**config.mk**
```make
export PLATFORM = sky130hd
export DESIGN_NAME = alu_issue_ctrl
export DESIGN_NICKNAME = d
export VERILOG_FILES = /design/src/rtl/alu_pkg.sv /design/src/rtl/alu_regfile.sv /design/src/rtl/alu_issue_ctrl.sv
export SDC_FILE = /design/constraint.sdc
export NUM_CORES = 1
export LEC_CHECK = 0
export BUFFER_PORTS_ARGS = -buffer_cell sky130_fd_sc_hd__buf_2
export CAP_MARGIN = 20
export CORE_MARGIN = 3
export CORE_UTILIZATION = 45
export DETAILED_ROUTE_END_ITERATION = 7
export GPL_TIMING_DRIVEN = 1
export MAX_ROUTING_LAYER = met4
export PLACE_DENSITY = 0.72
export SLEW_MARGIN = 5
export SYNTH_ARGS = -nofsm -noshare
export SYNTH_HDL_FRONTEND = slang
export SYNTH_SLANG_ARGS = --single-unit
```
**constraint.sdc**
```tcl
create_clock -name clk_in -period 1.26 [get_ports clk_in]
set_clock_uncertainty 0.1 [all_clocks]
set_input_delay 0 -clock clk_in [delete_from_list [all_inputs] [get_ports clk_in]]
set_output_delay 0 -clock clk_in [all_outputs]
set_load 0.01 [all_outputs]
```
**src/rtl/alu_pkg.sv**
```systemverilog
// Shared definitions for the ALU issue controller: instruction layout, opcodes,
// flag bit positions and the issue FSM state type.
package alu_pkg;

    localparam int DATA_W_DEF = 4;
    localparam int INSTR_W    = 20;
    localparam int OPC_W      = 8;
    localparam int REG_AW     = 2;
    localparam int IMM_W      = 4;
    localparam int FLAGS_W    = 5;

    localparam int OPC_MSB = 19;
    localparam int OPC_LSB = 12;
    localparam int RD_MSB  = 11;
    localparam int RD_LSB  = 10;
    localparam int RS1_MSB = 9;
    localparam int RS1_LSB = 8;
    localparam int RS2_MSB = 7;
    localparam int RS2_LSB = 6;
    localparam int RSV_MSB = 5;
    localparam int RSV_LSB = 4;
    localparam int IMM_MSB = 3;
    localparam int IMM_LSB = 0;

    localparam logic [OPC_W-1:0] OPC_ADD  = 8'h00;
    localparam logic [OPC_W-1:0] OPC_SUB  = 8'h01;
    localparam logic [OPC_W-1:0] OPC_MUL  = 8'h02;
    localparam logic [OPC_W-1:0] OPC_EQ   = 8'h03;
    localparam logic [OPC_W-1:0] OPC_GT   = 8'h04;
    localparam logic [OPC_W-1:0] OPC_ADDI = 8'h09;
    localparam logic [OPC_W-1:0] OPC_SUBI = 8'h0A;
    localparam logic [OPC_W-1:0] OPC_MOV  = 8'h0B;

    // Bit positions inside the 5-bit {overflow, carry, zero, sign, parity} word.
    localparam int FLAG_OVF    = 4;
    localparam int FLAG_CARRY  = 3;
    localparam int FLAG_ZERO   = 2;
    localparam int FLAG_SIGN   = 1;
    localparam int FLAG_PARITY = 0;

    typedef enum logic [1:0] {
        ST_IDLE = 2'd0,
        ST_EXEC = 2'd1,
        ST_WB   = 2'd2
    } state_t;

    function automatic logic opc_is_legal(input logic [OPC_W-1:0] opc);
        logic legal;
        case (opc)
            OPC_ADD, OPC_SUB, OPC_EQ, OPC_GT,
            OPC_ADDI, OPC_SUBI, OPC_MOV: legal = 1'b1;
            default:                     legal = 1'b0;
        endcase
        return legal;
    endfunction

    function automatic logic opc_uses_imm(input logic [OPC_W-1:0] opc);
        return (opc == OPC_ADDI) || (opc == OPC_SUBI);
    endfunction

endpackage

```
**src/rtl/alu_regfile.sv**
```systemverilog
// Register file: one write port, two operand read ports and a debug read port,
// all reads combinational, contents cleared by the asynchronous reset.
module alu_regfile
    import alu_pkg::*;
#(
    parameter int DATA_W   = DATA_W_DEF,
    parameter int NUM_REGS = 4
) (
    input  logic              clk_in,
    input  logic              reset_in,
    input  logic              we_in,
    input  logic [REG_AW-1:0] waddr_in,
    input  logic [DATA_W-1:0] wdata_in,
    input  logic [REG_AW-1:0] raddr1_in,
    output logic [DATA_W-1:0] rdata1_out,
    input  logic [REG_AW-1:0] raddr2_in,
    output logic [DATA_W-1:0] rdata2_out,
    input  logic [REG_AW-1:0] dbg_addr_in,
    output logic [DATA_W-1:0] dbg_data_out
);

    logic [DATA_W-1:0] r_regs [NUM_REGS];

    always_ff @(posedge clk_in or posedge reset_in) begin
        if (reset_in) begin
            for (int i = 0; i < NUM_REGS; i++) begin
                r_regs[i] <= '0;
            end
        end else begin
            for (int i = 0; i < NUM_REGS; i++) begin
                if (we_in && (waddr_in == REG_AW'(i))) begin
                    r_regs[i] <= wdata_in;
                end
            end
        end
    end

    // Addresses beyond NUM_REGS read back as zero.
    always_comb begin
        rdata1_out   = '0;
        rdata2_out   = '0;
        dbg_data_out = '0;
        for (int i = 0; i < NUM_REGS; i++) begin
            if (raddr1_in == REG_AW'(i)) begin
                rdata1_out = r_regs[i];
            end
            if (raddr2_in == REG_AW'(i)) begin
                rdata2_out = r_regs[i];
            end
            if (dbg_addr_in == REG_AW'(i)) begin
                dbg_data_out = r_regs[i];
            end
        end
    end

endmodule

```
**src/rtl/alu_issue_ctrl.sv**
```systemverilog
// Issue controller: accepts one instruction per two cycles, drives an external
// combinational ALU during EXEC and writes its result back during the EXEC->WB edge.
module alu_issue_ctrl
    import alu_pkg::*;
#(
    parameter int DATA_W   = DATA_W_DEF,
    parameter int NUM_REGS = 4
) (
    input  logic               clk_in,
    input  logic               reset_in,
    input  logic               instr_valid_in,
    output logic               instr_ready_out,
    input  logic [INSTR_W-1:0] instr_in,
    output logic               alu_enable_out,
    output logic [OPC_W-1:0]   alu_opcode_out,
    output logic [DATA_W-1:0]  alu_input1_out,
    output logic [DATA_W-1:0]  alu_input2_out,
    input  logic [DATA_W-1:0]  alu_result_in,
    input  logic [FLAGS_W-1:0] alu_flags_in,
    output logic               result_valid_out,
    output logic [REG_AW-1:0]  result_rd_out,
    output logic [DATA_W-1:0]  result_data_out,
    output logic [FLAGS_W-1:0] flags_out,
    output logic               illegal_out,
    input  logic [REG_AW-1:0]  dbg_addr_in,
    output logic [DATA_W-1:0]  dbg_data_out
);

    function automatic logic signed [DATA_W-1:0] sext_imm(input logic [IMM_W-1:0] imm);
        logic signed [IMM_W-1:0] imm_s;
        imm_s = signed'(imm);
        return DATA_W'(imm_s);
    endfunction

    state_t              r_state;
    logic                r_alu_en_p0;
    logic [OPC_W-1:0]    r_alu_opc_p0;
    logic [DATA_W-1:0]   r_alu_in1_p0;
    logic [DATA_W-1:0]   r_alu_in2_p0;
    logic [REG_AW-1:0]   r_rd_p0;
    logic                r_legal_p0;
    logic                r_vld_p1;
    logic                r_illegal_p1;
    logic [REG_AW-1:0]   r_rd_p1;
    logic [DATA_W-1:0]   r_data_p1;
    logic [FLAGS_W-1:0]  r_flags_p1;

    logic [OPC_W-1:0]    w_opc;
    logic [REG_AW-1:0]   w_rd;
    logic [REG_AW-1:0]   w_rs1;
    logic [REG_AW-1:0]   w_rs2;
    logic [IMM_W-1:0]    w_imm;
    logic [DATA_W-1:0]   w_rs1_data;
    logic [DATA_W-1:0]   w_rs2_data;
    logic                w_ready;
    logic                w_accept;
    logic                w_wr_en;
    logic                w_unused_rsvd;

    assign w_opc = instr_in[OPC_MSB:OPC_LSB];
    assign w_rd  = instr_in[RD_MSB:RD_LSB];
    assign w_rs1 = instr_in[RS1_MSB:RS1_LSB];
    assign w_rs2 = instr_in[RS2_MSB:RS2_LSB];
    assign w_imm = instr_in[IMM_MSB:IMM_LSB];
    assign w_unused_rsvd = ^instr_in[RSV_MSB:RSV_LSB];

    // Ready is forced low while reset is held so nothing is accepted during reset.
    assign w_ready  = (r_state != ST_EXEC) && !reset_in;
    assign w_accept = instr_valid_in && w_ready;
    assign w_wr_en  = (r_state == ST_EXEC) && r_legal_p0;

    alu_regfile #(
        .DATA_W   (DATA_W),
        .NUM_REGS (NUM_REGS)
    ) u_regfile (
        .clk_in       (clk_in),
        .reset_in     (reset_in),
        .we_in        (w_wr_en),
        .waddr_in     (r_rd_p0),
        .wdata_in     (alu_result_in),
        .raddr1_in    (w_rs1),
        .rdata1_out   (w_rs1_data),
        .raddr2_in    (w_rs2),
        .rdata2_out   (w_rs2_data),
        .dbg_addr_in  (dbg_addr_in),
        .dbg_data_out (dbg_data_out)
    );

    always_ff @(posedge clk_in or posedge reset_in) begin
        if (reset_in) begin
            r_state      <= ST_IDLE;
            r_alu_en_p0  <= 1'b0;
            r_alu_opc_p0 <= '0;
            r_alu_in1_p0 <= '0;
            r_alu_in2_p0 <= '0;
            r_rd_p0      <= '0;
            r_legal_p0   <= 1'b0;
            r_vld_p1     <= 1'b0;
            r_illegal_p1 <= 1'b0;
            r_rd_p1      <= '0;
            r_data_p1    <= '0;
            r_flags_p1   <= '0;
        end else begin
            r_alu_en_p0  <= 1'b0;
            r_alu_opc_p0 <= '0;
            r_alu_in1_p0 <= '0;
            r_alu_in2_p0 <= '0;
            r_vld_p1     <= 1'b0;
            r_illegal_p1 <= 1'b0;
            case (r_state)
                ST_IDLE, ST_WB: begin
                    // issue -> EXEC: capture instruction and operands
                    if (w_accept) begin
                        r_state      <= ST_EXEC;
                        r_alu_en_p0  <= 1'b1;
                        r_alu_opc_p0 <= w_opc;
                        r_alu_in1_p0 <= w_rs1_data;
                        r_alu_in2_p0 <= opc_uses_imm(w_opc) ? sext_imm(w_imm) : w_rs2_data;
                        r_rd_p0      <= w_rd;
                        r_legal_p0   <= opc_is_legal(w_opc);
                    end else begin
                        r_state <= ST_IDLE;
                    end
                end
                ST_EXEC: begin
                    // EXEC -> WB: latch ALU result and flags for legal opcodes
                    r_state <= ST_WB;
                    if (r_legal_p0) begin
                        r_vld_p1   <= 1'b1;
                        r_rd_p1    <= r_rd_p0;
                        r_data_p1  <= alu_result_in;
                        r_flags_p1 <= alu_flags_in;
                    end else begin
                        r_illegal_p1 <= 1'b1;
                    end
                end
                default: r_state <= ST_IDLE;
            endcase
        end
    end

    assign instr_ready_out  = w_ready;
    assign alu_enable_out   = r_alu_en_p0;
    assign alu_opcode_out   = r_alu_opc_p0;
    assign alu_input1_out   = r_alu_in1_p0;
    assign alu_input2_out   = r_alu_in2_p0;
    assign result_valid_out = r_vld_p1;
    assign illegal_out      = r_illegal_p1;
    assign result_rd_out    = r_rd_p1;
    assign result_data_out  = r_data_p1;
    assign flags_out        = r_flags_p1;

endmodule

```
# == After elaboration in Yosys (flattened, before gate mapping) ==
# Index checks and enable logic that the tools add are counted.
# op_classes
eq_ne,21
muxes,28
reduce_logical,19
# op_table
op,count
2-to-1 mux 4 bit,17
== test 8 x 4 -> 1 bit (second input constant),3
== test 2 bit (second input constant),9
2-to-1 mux 8 bit,2
== test 2 x 1 -> 1 bit (second input constant),5
zero test 2 bit,5
== test 8 x 1 -> 1 bit (second input constant),1
== test 8 x 2 -> 1 bit (second input constant),1
== test 8 x 3 -> 1 bit (second input constant),1
zero test 8 bit,1
2-to-1 mux 1 bit,8
logical AND 1 bit,7
OR reduction 7 bit,1
one-hot mux 2 bit (2 select lines),1
AND reduction 2 bit,2
inequality test 2 x 1 -> 1 bit (second input constant),1
OR reduction 2 bit,1
zero test 1 bit,1
logical OR 1 bit,1
# word_totals
output_inout_bits,35
register_bits,51
elab_cells,84

# == Longest topological paths before layout ==
# depth
word_depth,8
ltp_mapped,6

# == Modules after synthesis ==
# A second synthesis with hierarchy kept.
# unflattened
hier_cells,140
hier_area_um2,2247.2
# modules_own_cells
mod,area_each_um2,cells_each,n_inst
alu_issue_ctrl,1342.5,91,1
alu_regfile,904.6,49,1

# == Worst setup path after synthesis ==
# Ideal clock, no wire load.
# synth_timing
path_kind,reg2reg
from,register r_state[0]
to,"register r_alu_opc_p0[5], in the netlist alu_opcode_out[5]"
stages_incl_launch_ff,6
arrival_ns,1.232
t_required_ns,1.096
setup_ns,0.064
slack_ns,-0.136
path_buffers,2
path_cell_list,dfrtp_1 > or3b_1 > buf_6 > inv_2 > buf_4 > and2_2
# synth_via
elab_chain_cells,5
# synth_rtl
element,line,rtl
start: declaration,alu_issue_ctrl.sv:35,state_t r_state;
start signal: assignment,alu_issue_ctrl.sv:91,r_state <= ST_IDLE;
start signal: assignment,alu_issue_ctrl.sv:114,r_state <= ST_EXEC;
start signal: assignment,alu_issue_ctrl.sv:122,r_state <= ST_IDLE;
inequality test 2 x 1 -> 1 bit,alu_issue_ctrl.sv:68,assign w_ready = (r_state != ST_EXEC) && !reset_in;
logical AND 1 bit,alu_issue_ctrl.sv:68,
logical AND 1 bit,alu_issue_ctrl.sv:69,assign w_accept = instr_valid_in && w_ready;
2-to-1 mux 8 bit,alu_issue_ctrl.sv:113,if (w_accept) begin
2-to-1 mux 8 bit *,alu_issue_ctrl.sv:110,case (r_state)
end signal: assignment,alu_issue_ctrl.sv:116,r_alu_opc_p0 <= w_opc;
end: declaration,alu_issue_ctrl.sv:37,logic [OPC_W-1:0] r_alu_opc_p0;
# Every way passes the cells marked *; elsewhere a longest branch is shown, timed or not.
# A chain may end at the register's enable or synchronous reset.

# == Worst setup path after layout ==
# layout_timing
from,register u_regfile.r_regs[13] in the netlist's numbering
to,output dbg_data_out[1]
# layout_via
elab_chain_cells,4
# layout_rtl
element,line,rtl
start: declaration,alu_regfile.sv:22,logic [DATA_W-1:0] r_regs [NUM_REGS];
start signal: indexed assignment,alu_regfile.sv:32,r_regs[i] <= wdata_in;
2-to-1 mux 4 bit (4 in a row),alu_regfile.sv:50,if (dbg_addr_in == REG_AW'(i)) begin
end: declaration,alu_issue_ctrl.sv:26,output logic [DATA_W-1:0] dbg_data_out
# Every way passes these cells.

==> results.toml <==
[clock_tree]
cts_max_path_buffers = 2
htree_levels = 2
clock_sinks = 51
clk_pin_slew_ns = 0.09
cts_tree = "built"
worstSkewPairLatency_ns = 0.30
cts_buffers = 5
root_buffer = "clkbuf_8"

[power]
leakagePower_nw = 1.73
finalPower_mw = 3.78
vdd.ir_drop.worst_v = 0.000943
powerDensity_nw_per_um2 = 1100

[logic_synthesis]
synth.distinct_cells = 31
synth_most_common_cell = "dfrtp_1"
ys_seq_area_frac = 0.573
synth_edf_count = 0
synthAdderAreaFrac = 0
ys.flop_type = "dfrtp_1"
synthMuxAreaShare = 0.202
synth_area_um2 = 2230
ys_async_sr_fraction = 1.00
synth_top_area_frac = 0.573
synth-seq-cells = 51
yosysWarnings = 0
synth-simple-area-share = 0.166
synth_common_cells = "51 x dfrtp_1, 39 x nand2_1, 16 x mux2_2"
synth_compound_area_frac = 0.0309
syn_inst = 170
synthTopCellsByArea = "dfrtp_1 57%, mux4_2 12%, mux2_2 8.1%, nand2_1 6.6%, and2_1 3.1%"
synth_xor_area_frac = 0.00787
yosysTopAreaCell = "dfrtp_1"
syn_nets = 204
synth_top_family_by_area = "multiplexers"
syn_area_per_cell_um2 = 13.1

[setup_path]
worst_path_largest_cell_delay_ns = 0.46
slowest_stage = "mux4_2"
path_cells = "buf_4 -> mux4_2 -> buf_2"
crit_arrival_ns = 1.48
startpoint_type = "flip-flop"
cp.required_ns = 1.16
path_buf_inv = 2
cp-end-kind = "primary output"
worstPathMaxFanout = 2
path_delay_family = "multiplexers"
crit_type = "flip-flop to primary output"

[placement]
io_buffers = 66
dp_slack_ns = -0.186
place.gp.congestion = 0.835
dp_hpwl_mm = 3.74
dpl_cell_area_um2 = 2790

[timing]
rsz0062_at_grt = "true"
fin_ws_ns = -0.316
min_period_ns = 1.58
finalSetupTns_ns = -6.47
setup_viol = 40
fin_crit_sh = 1.25
hold_viol = 0
tightest_slew_ns = 0.566
relSlewSlack = 0.620
fmax_mhz = 634
drv_slew = 0

[die]
dieWidth_um = 76.3
pin_count = 69
fp.coreArea_um2 = 4560
dieArea_um2 = 5830
die_h_um = 76.3
start_util = 0.488
row_count = 24

[finish]
area_growth_pct = 54.6
nets = 334
antennaDiodeCount = 0
drive_gt1_frac = 0.545
design_area_um2 = 3440
fin_util = 0.754
fill_cells = 300
seqCellArea_um2 = 1280
multi_input_area_um2 = 1020

[routing]
drt-initial-drc-count = 56
route.detailed.drc = 0
dr.pass1.iters = 4
vias_per_cell = 5.03
ant_nets = 0
wl_per_cell_um = 16.0
finalWirelength_mm = 5.85
via_count = 1840

[global_route]
grt_pass1_vias = 1828
gr-usage-all-layers = 0.208
grt_overflow_total = 0
grt_pass1_wl_mm = 9.31
antenna_found_initial = 0
grt_start_max_net_pins = 33

[run_status]
status = "finished, violations left"
failed_checks = "negative setup slack"

[job]
drv_cap = 0

[min_path]
hold_path_class = "input pin to flip-flop"
[area by class of cell]
type / instances / share of cell area
Sequential cell: 51 / 0.371
Multi-Input combinational cell: 111 / 0.296
Timing Repair Buffer: 126 / 0.264
Clock buffer: 6 / 0.0240
Tap cell: 65 / 0.0236
Clock inverter: 2 / 0.0102
Inverter: 4 / 0.00764
Timing Repair inverter: 1 / 0.00255
[worst paths after layout]
| check | slack [ns] | endpoint | start | cells after the start |
|---|---|---|---|---|
| max in group asynchronous | 0.36 | r_rd_p0[1] | reset_in | 4 |
| worst max register to register | -0.30 | u_regfile.r_regs[8] | r_state[1] | 3 |
| worst max-delay path | -0.32 | dbg_data_out[1] | u_regfile.r_regs[13] | 3 |
| worst min register to register | 0.38 | flags_out[4] | flags_out[4] | 2 |
| worst min-delay path | 0.02 | r_state[0] | reset_in | 3 |
| min in group asynchronous | 0.21 | alu_opcode_out[6] | reset_in | 3 |
[placed cells by master (no fill, tap or decap), types with 2 or more instances in the layout]
cell	Yosys	final
nand4_1	4	4
nand2_2	0	3
buf_6	1	13
a21oi_2	0	2
clkbuf_8	0	6
buf_4	1	25
buf_2	1	63
a21oi_1	5	3
dfrtp_1	51	50
and2_4	0	6
dlygate4sd3_1	0	24
o31ai_1	4	2
nor2_1	2	2
and2_1	11	6
nand2_1	39	36
mux4_2	12	12
nor2b_1	3	2
mux2_4	0	8
mux2_2	16	8
[registers in the layout, summed over array words and instances (netlist names)]
signal            count
u_regfile.r_regs     16
alu_opcode_out        8
flags_out             5
alu_input1_out        4
alu_input2_out        4
result_data_out       4
r_rd_p0               2
r_state               2
result_rd_out         2
alu_enable_out        1
illegal_out           1
r_legal_p0            1
result_valid_out      1
[through the flow]
step	hold slack (ns)	cells
finish	0.0202	366
global route	0.0436	366
CTS	0.00978	362
detailed placement	-0.0571	317
global placement	-0.0563	317
floorplan	-0.0525	170
[routing by layer]
metal / up-vias / GRT usage / part of all wire
met5: - / - / 0
met4: 0 / 0.0489 / 0.012
met3: 6 / 0.0331 / 0.045
met2: 61 / 0.359 / 0.53
met1: 917 / 0.260 / 0.42
li1: 856 / - / -
[power breakdown]
part	internal (mW)	leakage (nW)	switching, mW
clock	0.643	0.0612	0.525
combinational	0.409	1.03	0.330
sequential	1.77	0.642	0.103
total	2.82	1.73	0.958
[tightest hold or removal path: stages]
cell and delay, ns:
buf_2 0.10, or3b_4 0.22, inv_1 0.06
[cell families (layout without fill, tap and decap cells)]
kind of cell           count (synthesis)  in the layout
AND/OR/NAND/NOR                       70             70
buffers and inverters                  8            139
flip-flops                            51             51
XOR/XNOR                               2              2
multiplexers                          28             28
AO/OA/AOI/OAI                         11             11
[what timing repair did]
item	CTS	global route
setup endpoints to repair	41	50
setup buffers	12	5
resized for setup	27	21
gates cloned	1	0
hold buffers	24	0
pin swaps	13	11
endpoints found under the hold margin	90	0
(Power assumes the default switching activity.)
